<file path="src/rtl/stk_al_arb.sv">
// stk_al_arb: alloc-port arbiter and pointer-return merger for stk_pipe_al.
// Optional counters are enabled with the STK_AL_ARB_STATS_EN macro.
//
// Ports:
//   clk, arst            clock, async active-high reset
//   i_req_vld/o_req_gnt  REQ_N alloc requests / one-hot combinational grant
//   o_rsp_vld_r/_id_r    response valid and requester id, one cycle after grant
//   o_rsp_ptr_r          allocator lookup pointer, passed through while valid
//   i_ret_vld/i_ret_ptr  RET_N pointer-return streams
//   o_ret_rdy            return accepted into the return FIFO this cycle
//   o_ad_alloc           alloc strobe to the allocator
//   i_ad_empty_r         allocator has no free pointers
//   i_ad_busy            allocator initialising
//   i_lk_ptr_w           allocator lookup-stage pointer
//   o_dealloc_vld/_ptr   dealloc port to the allocator (FIFO head)
//   o_stat_alloc_r       grant count (zero unless STK_AL_ARB_STATS_EN)
//   o_stat_stall_r       stall-cycle count (zero unless STK_AL_ARB_STATS_EN)

package stk_pkg;
  localparam int PTR_W = 8;
endpackage

module stk_al_arb #(
  parameter int REQ_N      = 4,
  parameter int RET_N      = 2,
  parameter int RET_FIFO_N = 4,
  parameter int PTR_W      = stk_pkg::PTR_W,
  localparam int ID_W      = (REQ_N > 1) ? $clog2(REQ_N) : 1
) (
  input  logic                   clk,
  input  logic                   arst,
  input  logic [REQ_N-1:0]       i_req_vld,
  output logic [REQ_N-1:0]       o_req_gnt,
  output logic                   o_rsp_vld_r,
  output logic [ID_W-1:0]        o_rsp_id_r,
  output logic [PTR_W-1:0]       o_rsp_ptr_r,
  input  logic [RET_N-1:0]       i_ret_vld,
  input  logic [RET_N*PTR_W-1:0] i_ret_ptr,
  output logic [RET_N-1:0]       o_ret_rdy,
  output logic                   o_ad_alloc,
  input  logic                   i_ad_empty_r,
  input  logic                   i_ad_busy,
  input  logic [PTR_W-1:0]       i_lk_ptr_w,
  output logic                   o_dealloc_vld,
  output logic [PTR_W-1:0]       o_dealloc_ptr,
  output logic [15:0]            o_stat_alloc_r,
  output logic [15:0]            o_stat_stall_r
);

  localparam int AW = $clog2(RET_FIFO_N);

  // ---------------- return FIFO ----------------
  logic [PTR_W-1:0] mem [RET_FIFO_N];
  logic [AW-1:0]    wr_ptr;
  logic [AW-1:0]    rd_ptr;
  logic [AW:0]      cnt;
  logic             fifo_full;
  logic             fifo_empty;
  logic             push;
  logic             pop;

  logic [RET_N-1:0] ret_sel;
  logic             ret_any;
  logic [PTR_W-1:0] ret_win;

  assign fifo_full  = (cnt == (AW+1)'(RET_FIFO_N));
  assign fifo_empty = (cnt == '0);

  // Descending scan so the lowest active source is the last one written.
  always_comb begin
    ret_sel = '0;
    ret_any = 1'b0;
    ret_win = '0;
    for (int k = RET_N - 1; k >= 0; k--) begin
      if (i_ret_vld[k]) begin
        ret_sel    = '0;
        ret_sel[k] = 1'b1;
        ret_any    = 1'b1;
        ret_win    = i_ret_ptr[k*PTR_W +: PTR_W];
      end
    end
  end

  // Fullness is judged before this cycle's pop, so a full FIFO
  // never accepts even while it drains.
  assign o_ret_rdy = fifo_full ? '0 : ret_sel;
  assign push      = ret_any & ~fifo_full;

  // The allocator always accepts a dealloc, so issue and pop coincide.
  assign o_dealloc_vld = ~fifo_empty & ~i_ad_busy;
  assign pop           = o_dealloc_vld;
  assign o_dealloc_ptr = o_dealloc_vld ? mem[rd_ptr] : '0;

  always_ff @(posedge clk) begin
    if (push) begin
      mem[wr_ptr] <= ret_win;
    end
  end

  always_ff @(posedge clk or posedge arst) begin
    if (arst) begin
      wr_ptr <= '0;
      rd_ptr <= '0;
      cnt    <= '0;
    end else begin
      if (push) begin
        wr_ptr <= wr_ptr + 1'b1;
      end
      if (pop) begin
        rd_ptr <= rd_ptr + 1'b1;
      end
      cnt <= cnt + {{AW{1'b0}}, push} - {{AW{1'b0}}, pop};
    end
  end

  // ---------------- alloc arbitration ----------------
  logic            can_alloc;
  logic [ID_W-1:0] rr;
  logic [ID_W-1:0] gnt_idx;
  logic [ID_W-1:0] ki;
  logic            hit;
  int              k_rot;

  // A dealloc issued this cycle refills an empty allocator in time
  // for the same-cycle alloc (collision bypass inside the allocator).
  assign can_alloc = ~i_ad_busy & (~i_ad_empty_r | o_dealloc_vld);

  always_comb begin
    o_req_gnt = '0;
    gnt_idx   = '0;
    hit       = 1'b0;
    k_rot     = 0;
    ki        = '0;
    for (int j = 0; j < REQ_N; j++) begin
      k_rot = int'(rr) + j;
      if (k_rot >= REQ_N) begin
        k_rot = k_rot - REQ_N;
      end
      ki = ID_W'(k_rot);
      if (can_alloc && !hit && i_req_vld[ki]) begin
        hit           = 1'b1;
        o_req_gnt[ki] = 1'b1;
        gnt_idx       = ki;
      end
    end
  end

  assign o_ad_alloc = hit;

  always_ff @(posedge clk or posedge arst) begin
    if (arst) begin
      rr <= '0;
    end else if (hit) begin
      if (int'(gnt_idx) == REQ_N - 1) begin
        rr <= '0;
      end else begin
        rr <= gnt_idx + 1'b1;
      end
    end
  end

  // ---------------- response ----------------
  always_ff @(posedge clk or posedge arst) begin
    if (arst) begin
      o_rsp_vld_r <= 1'b0;
      o_rsp_id_r  <= '0;
    end else begin
      o_rsp_vld_r <= hit;
      if (hit) begin
        o_rsp_id_r <= gnt_idx;
      end
    end
  end

  // The allocator presents the granted pointer on its lookup stage
  // one cycle after alloc, so the pointer is forwarded, not stored.
  assign o_rsp_ptr_r = o_rsp_vld_r ? i_lk_ptr_w : '0;

  // ---------------- statistics ----------------
`ifdef STK_AL_ARB_STATS_EN
  logic [15:0] stat_alloc;
  logic [15:0] stat_stall;

  always_ff @(posedge clk or posedge arst) begin
    if (arst) begin
      stat_alloc <= '0;
      stat_stall <= '0;
    end else begin
      if (hit && stat_alloc != 16'hFFFF) begin
        stat_alloc <= stat_alloc + 16'd1;
      end
      if (!hit && (|i_req_vld) && stat_stall != 16'hFFFF) begin
        stat_stall <= stat_stall + 16'd1;
      end
    end
  end

  assign o_stat_alloc_r = stat_alloc;
  assign o_stat_stall_r = stat_stall;
`else
  assign o_stat_alloc_r = '0;
  assign o_stat_stall_r = '0;
`endif

  // ---------------- checks ----------------
  a_gnt_onehot: assert property (
    @(posedge clk) disable iff (arst) $onehot0(o_req_gnt));

  a_gnt_req: assert property (
    @(posedge clk) disable iff (arst) ((o_req_gnt & ~i_req_vld) == '0));

  a_req_hold: assert property (
    @(posedge clk) disable iff (arst)
    (($past(i_req_vld) & ~$past(o_req_gnt) & ~i_req_vld) == '0));

  a_no_ovf: assert property (
    @(posedge clk) disable iff (arst) !(push && fifo_full));

  a_no_udf: assert property (
    @(posedge clk) disable iff (arst) !(pop && fifo_empty));

  a_cnt_rng: assert property (
    @(posedge clk) disable iff (arst) (cnt <= (AW+1)'(RET_FIFO_N)));

endmodule

</file>
<file path="config.mk">
export PLATFORM = sky130hd
export DESIGN_NAME = stk_al_arb
export DESIGN_NICKNAME = d
export VERILOG_FILES = /design/src/rtl/stk_al_arb.sv
export SDC_FILE = /design/constraint.sdc
export NUM_CORES = 1
export LEC_CHECK = 0
export BUFFER_PORTS_ARGS = -buffer_cell sky130_fd_sc_hd__buf_2
export CAP_MARGIN = 20
export CORE_AREA = 2 2 65 112
export DETAILED_ROUTE_END_ITERATION = 8
export DIE_AREA = 0 0 67 114
export GPL_ROUTABILITY_DRIVEN = 0
export GPL_TIMING_DRIVEN = 0
export PLACE_DENSITY_LB_ADDON = 0.15
export REMOVE_ABC_BUFFERS = 1
export SYNTH_ARGS = -nofsm -noshare
export SYNTH_HDL_FRONTEND = slang
export SYNTH_SLANG_ARGS = --single-unit
export TNS_END_PERCENT = 20
</file>
<file path="constraint.sdc">
create_clock -name clk -period 2.1 [get_ports clk]
set_input_delay 0.105 -clock clk [delete_from_list [all_inputs] [get_ports clk]]
set_output_delay 0.105 -clock clk [all_outputs]
set_load 0.005 [all_outputs]
</file>
==> run metrics <==
Clock power frac=0.179; WP data required=2.00 ns; area delta synth->final=27.0%; final period utilization=1.04; synth top area cells=edfxtp_1, dfrtp_1, mux4_2; PnR worst setup slack=-0.0799 ns; Die ar.=7640 µm²; flops & latches, synth=44; critical path type=flop to output port; final setup vio count=6; Setup WS pre-CTS=-0.557 ns; Fin Clk Skew=just over 0.004 ns; vias in the first global route=1,729; Initial Util=0.383; layout cells sized above 1=0.430; failing checks=setup timing; WL/cell=14.1 µm; dpl hpwl=3870 µm; Switch Pwr=1.62 mW; Worst Path Arrival=2.07 ns; M1 WL=1840 µm; Sw Share=0.341; worst reg-to-reg setup slack=-0.06 ns; Die W=between 60 and 70 µm; mean post-synth cell area=12.4 µm²; cell internal pwr=around 3.1 mW; Tmin final=2.18 ns; Slew @ Worst Pin=roughly 0.64 ns; max_slew headroom=0.576; status=complete, but fails checks; Pre-Repair DR Iteration Count=4; top routing layer used=met4; Final nets=335; GRT Total Usage=0.144; WL met3=218 µm; MaxCap Viol Count=0; sequential fraction of the synthesis area=0.483; Leak Pwr=1.45 nW; Core Rows=40; Unique masters post-synth=35; CP Capture Type=output port; peak fanout along the critical path=5; met2 wire length=3110 µm; Hold WC Path Type=primary input to flop; Reg clk slew, reported paths=0.06 ns; FF-to-FF path depth=7; first-pass GRT wire length=between 8000 and 9000 µm; Hold Startpoint=i_ret_ptr[13]; Post-synth ARST share=0.273; top_reg_cell synth=edfxtp_1; CTS Sinks=44; Yosys warning count=0; Clock Latency Late Sink=0.28 ns; overall die height=114 µm; Post-Route WL=5270 µm; post-synth top area share=0.368; root buffer cell=clkbuf_16; Num CTS Buffers=5; GR Overflow Total=0; cell taking the most area after synthesis=edfxtp_1; I/O pin cnt=93; top post-synthesis cells by count=buf_4, edfxtp_1, and2_1; H-tree levels=2; hold path endpoint=mem[1][5]$_DFFE_PP_; Flop pwr share=0.321; Antenna Nets Post-Route=0; initial antenna violation count=0; drt drc=0; startpoint types=flop; maximum clock rate=about 460 MHz; # diodes=0; cells after synthesis=210; initial DRC count=slightly below 100; fin. max-slew vios=0; setup TNS=-0.321 ns; core area=6810 µm²; synthesized cell area=2610 µm²; CTS tree=done; PD cells=1430 nW/µm²; vias post-DR=1,784; final hold violation count=0; Bufs on Longest Clock Path=2; Comb power frac=0.500; Post-synth EDFFs=32; PortBufs=60; largest net degree at the start of global routing=14; via/cell ratio=4.76; RSZ-0062 raised after global routing=true; hold path cells=2; reg2reg end=rr[1]$_DFFE_PP0P_; Max rail drop VDD=0.922 mV
-- critical path, stage by stage (launching register included) --
cell	delay, ns
dfrtp_2	0.40
buf_8	0.13
mux4_2	0.61
nor2b_4	0.16
and3_4	0.22
a22oi_1	0.07
o21ai_1	0.09
buf_2	0.13
-- cell type report --
type	instances	area, µm²
multi-input cells	148	1260
repair buffers	81	479
well taps	84	105
flip-flops and latches	44	1260
clock inverters	2	35.0
clock buffers	6	129
inverters	10	37.5
fillers	643	3490
-- routing by layer --
| layer | vias up | track usage |
|---|---|---|
| li1 | 856 | - |
| met1 | 866 | 0.154 |
| met2 | 55 | 0.272 |
| met3 | 7 | 0.0168 |
| met4 | 0 | 0.0612 |
| met5 | - | 0 |
-- metrics by stage --
stage                     hold WS (ns)  utilization  total power [mW]  cell area, µm²  std cells
final                            0.202        0.487              4.74            3310        375
after global routing             0.221        0.487              5.09            3310        375
after CTS                        0.189        0.480              4.68            3270        372
after detailed placement         0.154        0.419              3.26            2860        346
after global placement           0.148        0.419              3.24            2860        346
after floorplan                -0.0303            -              2.72            2450        202
-- how the worst max path moves through the flow --
| stage | start | endpoint | depth (start not counted) |
|---|---|---|---|
| 2_1_floorplan | flop | rr[1]$_DFFE_PP0P_ | 7 |
| 3_3_place_gp | cnt[1]$_DFF_PP0_ | cnt[2]$_DFF_PP0_ | 9 |
| 3_5_place_dp | flop | o_req_gnt[2] | 8 |
| 4_1_cts | rr[1]$_DFFE_PP0P_ | o_req_gnt[2] | 7 |
| 5_1_grt | flop | o_req_gnt[2] | 7 |
| 6_report | flop | o_req_gnt[0] | 7 |
-- placed cells by master, fill, tap and decap left out, types with 3 or more instances in the layout --
master,Yosys,final
edfxtp_1,32,32
buf_6,1,3
inv_2,0,3
mux4_2,12,12
a22oi_1,10,9
xnor2_1,5,4
a22o_1,7,7
dfrtp_1,12,9
nor2_4,0,3
inv_1,10,7
conb_1,1,32
dfrtp_2,0,3
clkbuf_16,0,5
nand2_1,7,7
buf_4,32,16
and2_1,21,20
o21ai_1,0,5
o21ai_0,8,3
nor2b_1,7,5
buf_2,1,60
ha_1,10,9
-- power by group through the flow --
stage / logic [mW] / registers (mW) / clock network (mW)
after floorplan: 1.24 / 1.49 / 0
after global placement: 1.67 / 1.57 / 0
after detailed placement: 1.70 / 1.57 / 0
after CTS: 2.28 / 1.54 / 0.869
after global routing: 2.62 / 1.57 / 0.912
final: 2.37 / 1.52 / 0.847
-- state kept, by name, indices dropped and copies added (netlist names), named ones only --
name	flops
wr_ptr	2
rr	1
mem	32
cnt	3
o_rsp_id_r	2
o_rsp_vld_r	1
rd_ptr	2
-- kinds of logic (layout without fill, tap and decap cells) --
kind of cell,after synthesis,count (layout),synth area share
muxes,13,13,0.109
adders and majority gates,11,11,0.0556
xor gates and xnor gates,6,6,0.0201
and+or+nand+nor,48,48,0.102
other,1,32,0.00144
DFF,44,44,0.483
AOI/OAI and AO/OA,38,38,0.108
buffers and inverters,49,99,0.120
-- what timing repair did --
| action | in CTS | in global routing |
|---|---|---|
| buffers inserted | 17 | 3 |
| pin swaps | 12 | 4 |
| hold buffers | 1 | 0 |
| endpoints found under the setup margin | 12 | 9 |
| hold endpoints to repair | 12 | 0 |
| gates resized for setup | 31 | 9 |
No activity file was read; power rests on OpenSTA's default activity.
